--- src/rtl/imm_decode_sequencer.sv ---
// Decode-stage immediate sequencer: opcode -> ImmSrc decode, one SignExtend
// instance, and a 2-entry skid buffer toward execute with flush/back-pressure.
// Optional feature macro: IMM_STALL_CNT_EN (enables the saturating stall counter).

// Immediate extension by format; ImmSrc 00 covers both J and U formats,
// told apart by opcode bit 3 (set for JAL, clear for LUI/AUIPC).
module SignExtend (
   input  logic [31:0] Instr,
   input  logic [1:0]  ImmSrc,
   output logic [31:0] ImmExt
);

   // Format-dependent immediate assembly and sign extension
   always_comb begin
      ImmExt = '0;
      case (ImmSrc)
         2'b00: begin
            if (Instr[3]) begin
               ImmExt = {{12{Instr[31]}}, Instr[19:12], Instr[20], Instr[30:21], 1'b0};
            end else begin
               ImmExt = {Instr[31:12], 12'b0};
            end
         end
         2'b01:   ImmExt = {{20{Instr[31]}}, Instr[31:20]};
         2'b10:   ImmExt = {{20{Instr[31]}}, Instr[7], Instr[30:25], Instr[11:8], 1'b0};
         default: ImmExt = {{20{Instr[31]}}, Instr[31:25], Instr[11:7]};
      endcase
   end

endmodule

module imm_decode_sequencer #(
   parameter int unsigned XLEN  = 32,
   parameter int unsigned CNT_W = 16
) (
   input  logic             clk,
   input  logic             rst,
   input  logic             InstrValid,
   output logic             InstrReady,
   input  logic [XLEN-1:0]  Instr,
   input  logic             Flush,
   output logic             ImmValid,
   input  logic             ImmReady,
   output logic [XLEN-1:0]  InstrOut,
   output logic [1:0]       ImmSrcOut,
   output logic [XLEN-1:0]  ImmExtOut,
   output logic             NoImm,
   output logic [CNT_W-1:0] StallCnt
);

   if (XLEN != 32) begin : g_xlen_check
      $error("imm_decode_sequencer: only XLEN = 32 is supported");
   end

   typedef enum logic [1:0] {
      EMPTY = 2'd0,
      ONE   = 2'd1,
      TWO   = 2'd2
   } state_t;

   typedef struct packed {
      logic [XLEN-1:0] instr;
      logic [1:0]      src;
      logic [XLEN-1:0] ext;
      logic            no_imm;
   } entry_t;

   state_t          state_q, state_d;
   entry_t          slot0_q, slot0_d;
   entry_t          slot1_q, slot1_d;
   entry_t          new_entry;
   logic            ready_q, valid_q;
   logic [1:0]      imm_src;
   logic            no_imm;
   logic [XLEN-1:0] imm_ext;
   logic            accept, pop;

   // Opcode decode to ImmSrc; unknown/R-type opcodes flag NoImm
   always_comb begin
      imm_src = 2'b01;
      no_imm  = 1'b0;
      case (Instr[6:0])
         7'b1101111, 7'b0110111, 7'b0010111: imm_src = 2'b00;
         7'b0010011, 7'b0000011, 7'b1100111: imm_src = 2'b01;
         7'b1100011:                         imm_src = 2'b10;
         7'b0100011:                         imm_src = 2'b11;
         default:                            no_imm  = 1'b1;
      endcase
   end

   SignExtend u_sign_extend (
      .Instr  (Instr),
      .ImmSrc (imm_src),
      .ImmExt (imm_ext)
   );

   // Entry captured on accept; ImmExt forced to zero for opcodes without an immediate
   always_comb begin
      new_entry.instr  = Instr;
      new_entry.src    = imm_src;
      new_entry.ext    = no_imm ? '0 : imm_ext;
      new_entry.no_imm = no_imm;
   end

   assign accept = InstrValid && ready_q;
   assign pop    = valid_q && ImmReady;

   // Buffer next-state and slot updates; slot 0 is always the head
   always_comb begin
      state_d = state_q;
      slot0_d = slot0_q;
      slot1_d = slot1_q;
      if (Flush) begin
         state_d = EMPTY;
      end else begin
         case (state_q)
            EMPTY: begin
               if (accept) begin
                  slot0_d = new_entry;
                  state_d = ONE;
               end
            end
            ONE: begin
               if (accept && pop) begin
                  slot0_d = new_entry;
               end else if (accept) begin
                  slot1_d = new_entry;
                  state_d = TWO;
               end else if (pop) begin
                  state_d = EMPTY;
               end
            end
            TWO: begin
               if (pop) begin
                  slot0_d = slot1_q;
                  state_d = ONE;
               end
            end
            default: state_d = EMPTY;
         endcase
      end
   end

   // State, handshake flags and slot storage; flags are registered from the next state
   always_ff @(posedge clk or negedge rst) begin
      if (!rst) begin
         state_q <= EMPTY;
         ready_q <= 1'b1;
         valid_q <= 1'b0;
         slot0_q <= '0;
         slot1_q <= '0;
      end else begin
         state_q <= state_d;
         ready_q <= (state_d != TWO);
         valid_q <= (state_d != EMPTY);
         slot0_q <= slot0_d;
         slot1_q <= slot1_d;
      end
   end

   assign InstrReady = ready_q;
   assign ImmValid   = valid_q;
   assign InstrOut   = slot0_q.instr;
   assign ImmSrcOut  = slot0_q.src;
   assign ImmExtOut  = slot0_q.ext;
   assign NoImm      = slot0_q.no_imm;

`ifdef IMM_STALL_CNT_EN
   logic [CNT_W-1:0] stall_cnt_q, stall_cnt_d;

   // Saturating count of cycles where execute holds off a valid head
   always_comb begin
      stall_cnt_d = stall_cnt_q;
      if (valid_q && !ImmReady && (stall_cnt_q != '1)) begin
         stall_cnt_d = stall_cnt_q + CNT_W'(1);
      end
   end

   // Stall counter register; cleared only by reset
   always_ff @(posedge clk or negedge rst) begin
      if (!rst) begin
         stall_cnt_q <= '0;
      end else begin
         stall_cnt_q <= stall_cnt_d;
      end
   end

   assign StallCnt = stall_cnt_q;
`else
   assign StallCnt = '0;
`endif

endmodule
--- config.mk ---
export PLATFORM = sky130hd
export DESIGN_NAME = imm_decode_sequencer
export DESIGN_NICKNAME = d
export VERILOG_FILES = /design/src/rtl/imm_decode_sequencer.sv
export SDC_FILE = /design/constraint.sdc
export NUM_CORES = 1
export LEC_CHECK = 0
export CAP_MARGIN = 20
export CORE_MARGIN = 4
export CORE_UTILIZATION = 54
export CTS_BUF_LIST = sky130_fd_sc_hd__clkbuf_2
export CTS_CLUSTER_SIZE = 12
export DETAILED_ROUTE_END_ITERATION = 8
export PLACE_DENSITY = 0.85
export SLEW_MARGIN = 0
export SYNTH_ARGS = -nofsm -noshare
export SYNTH_HDL_FRONTEND = slang
export SYNTH_SLANG_ARGS = --single-unit
--- constraint.sdc ---
create_clock -name clk -period 2.5 [get_ports clk]
set_input_delay 0.25 -clock clk [delete_from_list [all_inputs] [get_ports clk]]
set_output_delay 0.25 -clock clk [all_outputs]
set_load 0.005 [all_outputs]
# Yosys cells after proc, flatten, opt, wreduce, memory -nomap -nowiden
# Cells that the tools add are included.
[op_classes]
n_bitwise = 2
n_mux = 16
n_reduce_logical = 11
eq_ne = 16
[op_table]
columns = ["cell", "count"]
rows = [
  ["$mux 67", 3],
  ["$pmux 67 s3", 1],
  ["$pmux 31 s3", 1],
  ["$mux 32", 1],
  ["$mux 31", 1],
  ["$eq 7x7->1 const B", 3],
  ["$eq 7x5->1 const B", 2],
  ["$eq 7x6->1 const B", 2],
  ["$mux 2", 6],
  ["$pmux 2 s3", 2],
  ["$ne 2x2->1 const B", 4],
  ["$reduce_or 8->1", 1],
  ["$eq 7x2->1 const B", 1],
  ["$reduce_and 5->1", 1],
  ["$eq 2x1->1 const B", 2],
  ["$eq 2x2->1 const B", 2],
  ["$logic_not 2->1", 2],
  ["$reduce_and 4->1", 1],
  ["$logic_and 1x1->1", 3],
  ["$reduce_bool 3->1", 1],
  ["$reduce_or 3->1", 1],
  ["$not 1->1", 2],
  ["$reduce_bool 2->1", 1],
  ["$mux 1", 1],
]
[word_totals]
word_cells = 56
out_inout_bits = 85
reg_bits = 138

# Logic depth before layout (Yosys ltp)
[depth]
word_depth = 8
depth_mapped = 8
ltp_nobuf = 5

# Cells and area by module
# A second synthesis with hierarchy kept.
[unflattened]
hier_cells = 614
hier_area_um2 = 6441.2
[modules_own_cells]
columns = ["module", "cells_per_inst", "seq_area_each_um2", "area_each_um2", "instances"]
rows = [
  ["imm_decode_sequencer", 561, 3454.6, 6077.1, 1],
  ["SignExtend", 53, 0.0, 364.1, 1],
]

# Worst setup path after synthesis
# OpenSTA, ideal clock, no wires.
[synth_timing]
path_type = "register -> register"
startpoint = "reg ready_q (netlist: InstrReady)"
endpoint = "reg slot0_q (netlist bit ImmExtOut[1])"
arrival_time_ps = 1801
slack_ps = 634
t_required_ps = 2435
stages_incl_launch_ff = 8
setup_ps = 65
path_cell_list = "dfstp_2 nand3b_1 nor2_1 a21o_1 clkbuf_1 clkbuf_1 buf_1 o21a_1"
[synth_via]
elab_chain_len = 4
word_cells_on_any_way = 5
classes_between = "eq/ne: 2; reduce/logical: 3"
[synth_lines]
columns = ["item", "line", "source"]
rows = [
  ["start, declared", "72", "logic ready_q, valid_q;"],
  ["start signal, assigned", "154", "ready_q <= (state_d != TWO);"],
  ["$logic_and 1x1->1 (*)", "105", "assign accept = InstrValid && ready_q;"],
  ["$logic_and 1x1->1", "124", "if (accept && pop) begin"],
  ["$ne 2x2->1 (no source line)", "n/a", ""],
  ["$reduce_and 5->1 (no source line) (*)", "n/a", ""],
  ["end signal, assigned", "156", "slot0_q <= slot0_d;"],
  ["end, declared", "69", "entry_t slot0_q, slot0_d;"],
]
# Mark *: on every way between the ends. The rest lies on a longest branch, timed or not.
# A chain may end at the register's enable or synchronous reset.

# Final worst setup path
[layout_timing]
startpoint = "reg ready_q (netlist: InstrReady)"
endpoint = "reg slot1_q[29] (netlist name)"
[layout_via]
elab_chain_len = 4
[layout_lines]
columns = ["item", "line", "source"]
rows = [
  ["$logic_and 1x1->1 (*)", "105", ""],
  ["$logic_and 1x1->1", "124", ""],
  ["$not 1->1 (no source line)", "n/a", ""],
  ["$reduce_and 4->1 (no source line) (*)", "n/a", ""],
  ["end signal, assigned", "157", "slot1_q <= slot1_d;"],
  ["end, declared", "70", "entry_t slot1_q, slot1_d;"],
]
# Marks and branches as above.

==> impl_results.md <==
- Worst Slack Setup Final: 0.406 ns
- Crit start category: register
- Via density: 5.88
- Power per Cell Area: 790 nW/um^2
- Max-slew violations: 0
- Initial antenna violation count: 0
- Period minus WS final: 2.09 ns
- Vias: 5588
- Global-route wire length before repair: 26.8 mm
- # rows: 39
- Setup tns final: 0 ns
- WP data arrival: 2.68 ns
- Layout area overhead: 23.0%
- Vias in the first global route: 5534
- EDFF count, synth: 0
- Combinational share of power: 27.8%
- Port Buffers: 105
- Die width: 116 um
- Clock latency on the worst-skew pair: 0.67 ns
- Final Skew: 0.0246 ns
- Pin slew with the least headroom to its limit: 0.550 ns
- Crit path cell chain: nand3b_1, nor2_1, nand3_4, buf_4, o31ai_1
- HP Class: in -> async
- Ys Warns: 0
- Yosys cell types: 44
- Core Footprint: 11400 sq um
- N_diodes: 0
- Die ar.: 13500 sq um
- Slew HR: 63.3%
- DRC: 0
- TritonRoute pass-1 iters: 6
- Mean routed wirelength per cell: 17.4 um
- Seq/Total Area, Yosys: 54.8%
- Max_cap viols: 0
- P_sw: 1.93 mW
- TritonCTS clock tree: yes
- Commonest non-fill, non-tap cell in the layout: nand2_1
- Overflow after GRT: 0
- Height of the die: 116 um
- Main synth FF type: dfrtp_1
- Hold Slack: 0.0690 ns
- Final Non-Filler Cells: 950
- H-tree Lvls: 4
- Most frequent cells in the layout: nand2_1 (230), dfrtp_1 (137), clkdlybuf4s50_1 (104)
- CTS root buf: clkbuf_2
- Area leader, netlist: dfrtp_1
- Maximum clock rate: 478 MHz
- Met3 wire length: 1.33 mm
- Gr usage total: 25.4%
- Post-place setup slack: 0.0352 ns
- CP max stage delay: 0.59 ns
- Req. time, crit path: 3.08 ns
- Post-Syn Instances: 703
- CTS clk-pin slew, worst paths: 0.20 ns
- Sw Share: 31.5%
- Critical path fanouts, max: 35
- Endpoint class of the critical path: register
- Placer Congestion: 0.874
- DP HPWL: 11.2 mm
- Async set-reset flop share out of synthesis: 100%
- Layout cells sized above 1: 7.56%
- Starting Density: 55.2%
- DRT iter0 DRCs: 535
- Top layer in use: met4
- Flops & latches, synth: 138
- Cell at the slowest stage of the critical path: dfstp_2
- Avg Inst Size Synth: 8.96 sq um
- CTS buffer count: 17
- Status: finished, final reports clean
- Top post-synthesis cells by area: dfrtp_1 (54%), nand2_1 (14%), a31oi_1 (4.3%), nor2_1 (3.3%), clkbuf_1 (2.4%)
- Inst Count DP: 918
- Final WL: 16.5 mm
- Top-area cell type share of the netlist area: 54.4%
- Max Buffers Root-to-Sink: 2
- Final Hold Fails: 0
- Largest net degree at the start of global routing: 92
- DRT antenna net count: 0
- Routed metal-1 wirelength: 6.64 mm
- Worst VDD drop: 0.000433 V
- Layout Nets: 832
- Clock Power Share: 20.5%
- Leak: 3.41 nW
- Syn Std Cell Area: 6300 sq um
- Power Internal: 4.19 mW
- RSZ-0062 raised after global routing: no
- IO Pins: 122
- Sequential Power Share: 51.7%
- DR WL met2: 8.16 mm
- Final Setup Violations: 0
- Fin crit share: 83.8%
- CTS sink count: 138
- FILL cells: 905
- Crit path kind: reg -> reg
## cell type report
type                       count  area [sq um]  share of cell area, %
tap                          143           179                   2.31
clock buffer                  17          85.1                   1.10
inverter                       7          26.3                  0.339
timing repair buffer         129          1310                   16.9
clock inverter                14           131                   1.70
multi-input combinational    502          2560                   33.0
sequential                   138          3450                   44.6
## final timing paths
check / from / end / slack, ns / depth (start not counted)
worst min-delay path: rst / InstrOut[12]$_DFFE_PN0P_ / 0.07 / 2
max in group asynchronous: rst / InstrReady$_DFF_PN1_ / 1.67 / 3
worst max register to register: InstrReady$_DFF_PN1_ / slot1_q[29]$_DFFE_PN0P_ / 0.41 / 5
worst max-delay path: InstrReady$_DFF_PN1_ / slot1_q[29]$_DFFE_PN0P_ / 0.41 / 5
worst min register to register: slot1_q[1]$_DFFE_PN0P_ / slot1_q[1]$_DFFE_PN0P_ / 0.50 / 2
min in group clk: Instr[17] / slot1_q[52]$_DFFE_PN0P_ / 0.16 / 3
## power by group through the flow
stage | clock (mW) | combinational [mW] | sequential, mW
6_report | 1.26 | 1.70 | 3.16
5_1_grt | 1.38 | 1.89 | 3.24
4_1_cts | 1.27 | 1.72 | 3.16
3_5_place_dp | 0 | 1.71 | 3.20
3_3_place_gp | 0 | 1.64 | 3.17
2_1_floorplan | 0 | 0.735 | 3.15
## cell usage after synthesis, types with 6 or more instances
cell	count
inv_1	7
o21a_1	16
o311ai_1	16
o21ai_0	7
a21oi_1	20
buf_4	18
a31oi_1	43
buf_2	10
clkbuf_1	41
a211o_1	9
dfrtp_1	137
o31ai_1	18
nand2_1	230
a32oi_1	6
nor2_1	55
o21ai_1	16
a22o_1	8
## metrics by stage
step | area [sq um] | power (mW) | utilization, %
detailed placement | 7520 | 4.91 | 65.9
CTS | 7750 | 6.15 | 67.8
global placement | 7520 | 4.81 | 65.9
finish | 7750 | 6.12 | 67.8
global route | 7750 | 6.50 | 67.8
floorplan | 6350 | 3.88 | -
## per-layer routing
metal | track usage, % | vias to the layer above
met4 | 8.97 | 0
li1 | - | 2560
met1 | 32.3 | 2713
met5 | 0 | -
met3 | 6.32 | 40
met2 | 42.5 | 275
## logic make-up after synthesis
group                     count (synthesis)  share of synthesized area, %
and+or+nand+nor                         311                          19.6
AOI/OAI and AO/OA                       172                          19.0
DFF                                     138                          54.8
buffers and inverters                    78                          6.04
muxes                                     2                         0.318
xor gates and xnor gates                  1                         0.139
other                                     1                        0.0595
## flip-flops by register name, indices dropped and copies added (netlist names)
register / cells
ImmSrcOut: 2
slot1_q: 67
ImmExtOut: 32
ImmValid: 1
InstrOut: 32
NoImm: 1
InstrReady: 1
state_q: 2
## repair_timing
action | CTS | global route
gates resized for setup | 0 | 0
hold buffers | 1 | 0
hold endpoints to repair | 137 | 0
buffers inserted | 0 | 0
## worst max-delay path, delay by kind of cell (launching register included)
family | cells | cell delay (ns)
and+or+nand+nor | 3 | 0.74
AOI/OAI and AO/OA | 1 | 0.33
DFF | 1 | 0.59
buffers and inverters | 1 | 0.35
No activity file was read; power rests on OpenSTA's default activity.
